File: src/rtl/bitscan_pkg.sv
// Shared types and helpers for the bitscan sequencer.
// popcount is only referenced when BITSCAN_COUNT_EN is defined.
package bitscan_pkg;

  typedef enum logic {
    ST_IDLE = 1'b0,
    ST_SCAN = 1'b1
  } state_t;

  localparam int POP_MAX_W = 256;

  function automatic int idx_width(input int w);
    return (w < 2) ? 1 : $clog2(w);
  endfunction

  function automatic logic [8:0] popcount(input logic [POP_MAX_W-1:0] v);
    logic [8:0] c;
    c = '0;
    for (int i = 0; i < POP_MAX_W; i++) c = c + 9'(v[i]);
    return c;
  endfunction

endpackage

File: src/rtl/bitscan_if.sv
// Input-word and output-beat handshakes of the bitscan sequencer.
// out_remain exists only when BITSCAN_COUNT_EN is defined.
interface bitscan_if import bitscan_pkg::*; #(
  parameter int WIDTH = 8,
  parameter int IDX_W = idx_width(WIDTH)
);
  logic             in_valid;
  logic             in_ready;
  logic [WIDTH-1:0] in_number;
  logic             out_valid;
  logic             out_ready;
  logic [IDX_W-1:0] out_idx;
  logic             out_last;
  logic             out_zero;
`ifdef BITSCAN_COUNT_EN
  logic [IDX_W:0]   out_remain;
`endif

  modport master (
    output in_valid, in_number, out_ready,
    input  in_ready, out_valid, out_idx, out_last, out_zero
`ifdef BITSCAN_COUNT_EN
    , input out_remain
`endif
  );

  modport slave (
    input  in_valid, in_number, out_ready,
    output in_ready, out_valid, out_idx, out_last, out_zero
`ifdef BITSCAN_COUNT_EN
    , output out_remain
`endif
  );
endinterface

File: src/rtl/prio_index_enc.sv
// Combinational priority encoder: index of the highest (MSB_FIRST=1) or
// lowest (MSB_FIRST=0) set bit; idx is 0 and any is 0 for an all-zero vector.
module prio_index_enc import bitscan_pkg::*; #(
  parameter int WIDTH     = 8,
  parameter int MSB_FIRST = 1,
  localparam int IDX_W    = idx_width(WIDTH)
) (
  input  logic [WIDTH-1:0] vec,
  output logic [IDX_W-1:0] idx,
  output logic             any
);

  always_comb begin
    idx = '0;
    // Later loop iterations win, so the scan direction sets the priority.
    if (MSB_FIRST != 0) begin
      for (int i = 0; i < WIDTH; i++)
        if (vec[i]) idx = IDX_W'(i);
    end else begin
      for (int i = WIDTH - 1; i >= 0; i--)
        if (vec[i]) idx = IDX_W'(i);
    end
  end

  assign any = |vec;

endmodule

File: src/rtl/bitscan_sequencer.sv
// Emits the index of every set bit of an accepted word, one beat per cycle.
// Optional BITSCAN_COUNT_EN adds out_remain (beats left including current).
module bitscan_sequencer import bitscan_pkg::*; #(
  parameter int WIDTH     = 8,
  parameter int MSB_FIRST = 1,
  localparam int IDX_W    = idx_width(WIDTH)
) (
  input logic      clk,
  input logic      rst,
  bitscan_if.slave bus
);

  state_t           state, state_n;
  logic [WIDTH-1:0] rem_p0, rem_n;
  logic             vld_p0, vld_n;
  logic [IDX_W-1:0] idx_p0, idx_n;
  logic             last_p0, last_n;
  logic             zero_p0, zero_n;

  logic [IDX_W-1:0] idx_in, idx_rem;
  logic             any_in, any_rem;
  logic [WIDTH-1:0] clr_in, clr_rem;
  logic             ready, accept, beat;

  prio_index_enc #(.WIDTH(WIDTH), .MSB_FIRST(MSB_FIRST)) u_enc_in (
    .vec (bus.in_number),
    .idx (idx_in),
    .any (any_in)
  );

  prio_index_enc #(.WIDTH(WIDTH), .MSB_FIRST(MSB_FIRST)) u_enc_rem (
    .vec (rem_p0),
    .idx (idx_rem),
    .any (any_rem)
  );

  assign clr_in  = bus.in_number & ~(WIDTH'(1) << idx_in);
  assign clr_rem = rem_p0 & ~(WIDTH'(1) << idx_rem);

  // A new word may enter while the final beat of the previous one is consumed.
  assign ready  = (state == ST_IDLE) || (vld_p0 && bus.out_ready && last_p0);
  assign accept = bus.in_valid && ready;
  assign beat   = vld_p0 && bus.out_ready;

  always_comb begin
    state_n = state;
    rem_n   = rem_p0;
    vld_n   = vld_p0;
    idx_n   = idx_p0;
    last_n  = last_p0;
    zero_n  = zero_p0;
    if (accept) begin
      state_n = ST_SCAN;
      vld_n   = 1'b1;
      idx_n   = idx_in;
      rem_n   = clr_in;
      last_n  = (clr_in == '0);
      zero_n  = !any_in;
    end else if (beat && last_p0) begin
      state_n = ST_IDLE;
      vld_n   = 1'b0;
      last_n  = 1'b0;
      zero_n  = 1'b0;
    end else if (beat && any_rem) begin
      idx_n  = idx_rem;
      rem_n  = clr_rem;
      last_n = (clr_rem == '0);
    end
  end

  // Stage p0: registered scan state and current beat
  always_ff @(posedge clk or posedge rst) begin
    if (rst) begin
      state   <= ST_IDLE;
      rem_p0  <= '0;
      vld_p0  <= 1'b0;
      idx_p0  <= '0;
      last_p0 <= 1'b0;
      zero_p0 <= 1'b0;
    end else begin
      state   <= state_n;
      rem_p0  <= rem_n;
      vld_p0  <= vld_n;
      idx_p0  <= idx_n;
      last_p0 <= last_n;
      zero_p0 <= zero_n;
    end
  end

  assign bus.in_ready  = ready;
  assign bus.out_valid = vld_p0;
  assign bus.out_idx   = idx_p0;
  assign bus.out_last  = last_p0;
  assign bus.out_zero  = zero_p0;

`ifdef BITSCAN_COUNT_EN
  logic [POP_MAX_W-1:0] pop_ext;
  logic [8:0]           pop_full;
  logic [IDX_W:0]       cnt_p0;

  always_comb begin
    pop_ext = '0;
    pop_ext[WIDTH-1:0] = bus.in_number;
  end

  assign pop_full = popcount(pop_ext);

  always_ff @(posedge clk or posedge rst) begin
    if (rst)
      cnt_p0 <= '0;
    else if (accept)
      cnt_p0 <= any_in ? pop_full[IDX_W:0] : (IDX_W+1)'(1);
    else if (beat)
      cnt_p0 <= cnt_p0 - (IDX_W+1)'(1);
  end

  assign bus.out_remain = cnt_p0;
`endif

endmodule
File: src/flat_wrapper.sv
// flat-port wrapper written by rule: the top's interface ports become plain ports
module bitscan_sequencer_flat import bitscan_pkg::*;
#(
  parameter int WIDTH     = 8,
  parameter int MSB_FIRST = 1,
  localparam int IDX_W    = idx_width(WIDTH)
)
  (clk, rst, bus_in_valid, bus_in_number, bus_out_ready, bus_in_ready, bus_out_valid, bus_out_idx, bus_out_last, bus_out_zero);
  bitscan_if #(.WIDTH(WIDTH)) bus_i ();
  input logic clk;
  input logic rst;
  input wire logic [$bits(bus_i.in_valid)-1:0] bus_in_valid;
  input wire logic [$bits(bus_i.in_number)-1:0] bus_in_number;
  input wire logic [$bits(bus_i.out_ready)-1:0] bus_out_ready;
  output wire logic [$bits(bus_i.in_ready)-1:0] bus_in_ready;
  output wire logic [$bits(bus_i.out_valid)-1:0] bus_out_valid;
  output wire logic [$bits(bus_i.out_idx)-1:0] bus_out_idx;
  output wire logic [$bits(bus_i.out_last)-1:0] bus_out_last;
  output wire logic [$bits(bus_i.out_zero)-1:0] bus_out_zero;
  assign bus_i.in_valid = bus_in_valid;
  assign bus_i.in_number = bus_in_number;
  assign bus_i.out_ready = bus_out_ready;
  assign bus_in_ready = bus_i.in_ready;
  assign bus_out_valid = bus_i.out_valid;
  assign bus_out_idx = bus_i.out_idx;
  assign bus_out_last = bus_i.out_last;
  assign bus_out_zero = bus_i.out_zero;
  bitscan_sequencer #(.WIDTH(WIDTH), .MSB_FIRST(MSB_FIRST)) u_core (.clk(clk), .rst(rst), .bus(bus_i));
endmodule
File: config.mk
export PLATFORM = sky130hd
export DESIGN_NAME = bitscan_sequencer_flat
export DESIGN_NICKNAME = d
export VERILOG_FILES = /design/src/rtl/bitscan_pkg.sv /design/src/rtl/bitscan_if.sv /design/src/rtl/prio_index_enc.sv /design/src/rtl/bitscan_sequencer.sv /design/src/flat_wrapper.sv
export SDC_FILE = /design/constraint.sdc
export NUM_CORES = 1
export LEC_CHECK = 0
export BUFFER_PORTS_ARGS = -buffer_cell sky130_fd_sc_hd__buf_2
export CAP_MARGIN = 40
export CORE_MARGIN = 1
export CORE_UTILIZATION = 40
export CTS_BUF_LIST = sky130_fd_sc_hd__clkbuf_16
export DETAILED_ROUTE_END_ITERATION = 8
export MAX_ROUTING_LAYER = met4
export PLACE_DENSITY = 0.61
export SYNTH_ARGS = -nofsm -noshare
export SYNTH_HDL_FRONTEND = slang
export SYNTH_SLANG_ARGS = --single-unit
File: constraint.sdc
create_clock -name clk -period 2.95 [get_ports clk]
set_clock_uncertainty 0.15 [all_clocks]
set_input_delay 0.295 -clock clk [delete_from_list [all_inputs] [get_ports clk]]
set_output_delay 0.295 -clock clk [all_outputs]
set_load 0.005 [all_outputs]
==> metrics <==
pin count of the biggest net entering global routing 15; Detailed Routing Iterations Pass 1 4; hold_sp bus_in_number[0]; Max FO, Critical Path 7; Vias/cell 5.71; post-synthesis cell type count 33; Peak VDD IR 0.000470 V; Netlist Area Pre-Place 877 um^2; worst hold slack 124 ps; Cells after Synth 101; H-tree depth 1; CP startpoint kind flop; Synth warnings 0; Initial Util 0.438; Crit. End Element flop; Clock Root Buffer clkbuf_16; crit path launch u_core.rem_p0[3]; clock sink total 14; fillcell total 194; Hold Violations, Final 0; routed wire length 2170 um; synthesized flop and latch total 14; Iteration-0 DRC Markers 24; DIE AREA 2380 um^2; Die Ht 48.8 um; Cell Rows 16; DR DRC count 0; Layout Nets 135; Clk Latency, worst-skew pair 250 ps; first-pass GRT wire length 3660 um; IO Port Bufs 18; maximum clock frequency 443 MHz; HPWL Detailed 1570 um; Avg Cell Area, Syn 8.68 um^2; register area share after synthesis 0.399; CTS resizes 0; GP Congestion 0.797; reg2reg start u_core.rem_p0[3]; Ant. Diodes 0; synth top area cells dfrtp_1 40%, o21ai_0 6.8%, a21oi_1 4.0%; Layout area overhead 23.4%; routed len/inst 14.5 um; WS Path Type flop to flop; total leakage power 0.466 nW; initial antenna violation count 0; max-slew violation count 0; Slew headroom 0.623; Horiz. Die Dim 48.8 um; worst hold-check path type primary input to flop; clk buf depth 2; top cell type's share of synthesized area 0.399; CP arrival 2270 ps; RSZ-0062 raised after global routing false; Critical Path RT 2970 ps; overall routing resource usage 0.210; I/O pin cnt 19; Overflow after GRT 0; Slew @ Worst Pin 565 ps; Post-Syn Nets 113; Core Region 2000 um^2; TritonCTS clock tree yes; # Max-Cap Violations 0; # setup viols final 0; TNS Setup 0 ps; pwr dens 1000 nW/um^2; DRT antenna net count 0; Final period util 0.766; cell accounting for the most synthesized area dfrtp_1; Clk pin slew, worst setup/hold paths 50 ps; Num CTS Buffers 3; fin crit period 2260 ps; via count of the first global-routing pass 781; status finished, final reports clean; Pwr Total 1.08 mW; share of cells above drive strength 1 0.230; via count 851
## timing repair
item | 4_1_cts | 5_1_grt
setup buffers | 0 | 0
hold buffers | 1 | 0
setup endpoints to repair | 0 | 0
hold endpoints to repair | 14 | 0
## worst paths after layout
| path | to | slack [ps] | depth (start not counted) |
|---|---|---|---|
| setup / recovery | u_core.bus.out_last | 690 | 5 |
| hold / removal | u_core.bus.out_zero | 120 | 2 |
| setup reg to reg | u_core.bus.out_last | 690 | 5 |
| hold reg to reg | u_core.bus.out_zero | 320 | 2 |
| max in group asynchronous | u_core.bus.out_last | 1760 | 3 |
| min in group asynchronous | u_core.bus.out_idx[2] | 510 | 3 |
## layer usage
| layer | global-route usage | share of wire |
|---|---|---|
| met1 | 0.286 | 0.50 |
| met4 | 0.0882 | 0.018 |
| met3 | 0.0280 | 0.021 |
| met2 | 0.315 | 0.46 |
| met5 | - | 0 |
## registers in the layout, summed over array words and instances, names as in the netlist
register and cells:
u_core.bus.out_idx 3, u_core.bus.out_last 1, u_core.bus.out_zero 1, u_core.rem_p0 8
u_core.state 1
## cell families after synthesis
family | after synthesis | synth area share
AOI/OAI and AO/OA | 38 | 0.302
adders and majority gates | 2 | 0.0243
buffers and inverters | 8 | 0.0342
DFF | 14 | 0.399
and+or+nand+nor | 39 | 0.240
## final cells by class
type / count / area (um^2) / share of cell area
clock buffers: 3 / 75.1 / 0.0694
clock inverters: 1 / 3.75 / 0.00347
inverters: 6 / 22.5 / 0.0208
multi-input cells: 79 / 497 / 0.459
flip-flops and latches: 14 / 350 / 0.324
well taps: 27 / 33.8 / 0.0312
repair buffers: 19 / 100 / 0.0925
## where the power goes
group          internal (mW)  total [mW]  switching [mW]
clock                  0.180       0.262          0.0825
sequential             0.267       0.362          0.0945
combinational          0.219       0.460           0.240
## cell usage after synthesis
cell type and count:
a211oi_1 1, and3b_1 1, o22ai_1 3, nand2b_4 1, o221a_2 1, nand3_1 3
maj3_1 1, a221oi_1 1, maj3_2 1, a21bo_2 1, nand2b_1 3, a2111oi_0 1
or4_1 1, a21oi_1 7, clkbuf_1 2, o21ai_0 12, dfrtp_1 14, or2_2 1
inv_1 6, or3_1 4, or4_4 1, and2_1 1, o41ai_1 2, nor4_1 1
nor2_1 9, a32o_1 3, nor3_1 5, nand2_1 7, a31oi_1 2, nor2b_1 1
o31ai_4 1, o221ai_1 1, o21bai_1 2
## metrics by stage
stage | utilization | instance area (um^2) | setup slack (ps) | cells
after floorplan | - | 877 | 790 | 101
after global placement | 0.496 | 993 | 762 | 144
after detailed placement | 0.496 | 993 | 707 | 144
after CTS | 0.541 | 1080 | 689 | 149
after global routing | 0.541 | 1080 | 623 | 149
final | 0.541 | 1080 | 691 | 149
## worst max-delay path, stage by stage, from the launching register on
cell and delay (ps):
dfrtp_1 440, or4_4 600, nand2b_4 170, maj3_2 300
or3_1 360, a31oi_1 160
## cells in the final DEF (no fill, tap or decap), drive strengths merged, types with 2 or more instances in the layout
cell type,netlist,final
dfrtp,14,14
maj3,2,2
nand3,3,3
o21bai,2,2
clkbuf,2,3
or3,4,4
o41ai,2,2
nor2,9,9
o21ai,12,12
a31oi,2,2
nand2b,4,4
nand2,7,7
buf,0,18
a21oi,7,7
a32o,3,3
inv,6,6
or4,2,2
o22ai,3,3
nor3,5,5
No activity file was read; power rests on OpenSTA's default activity.
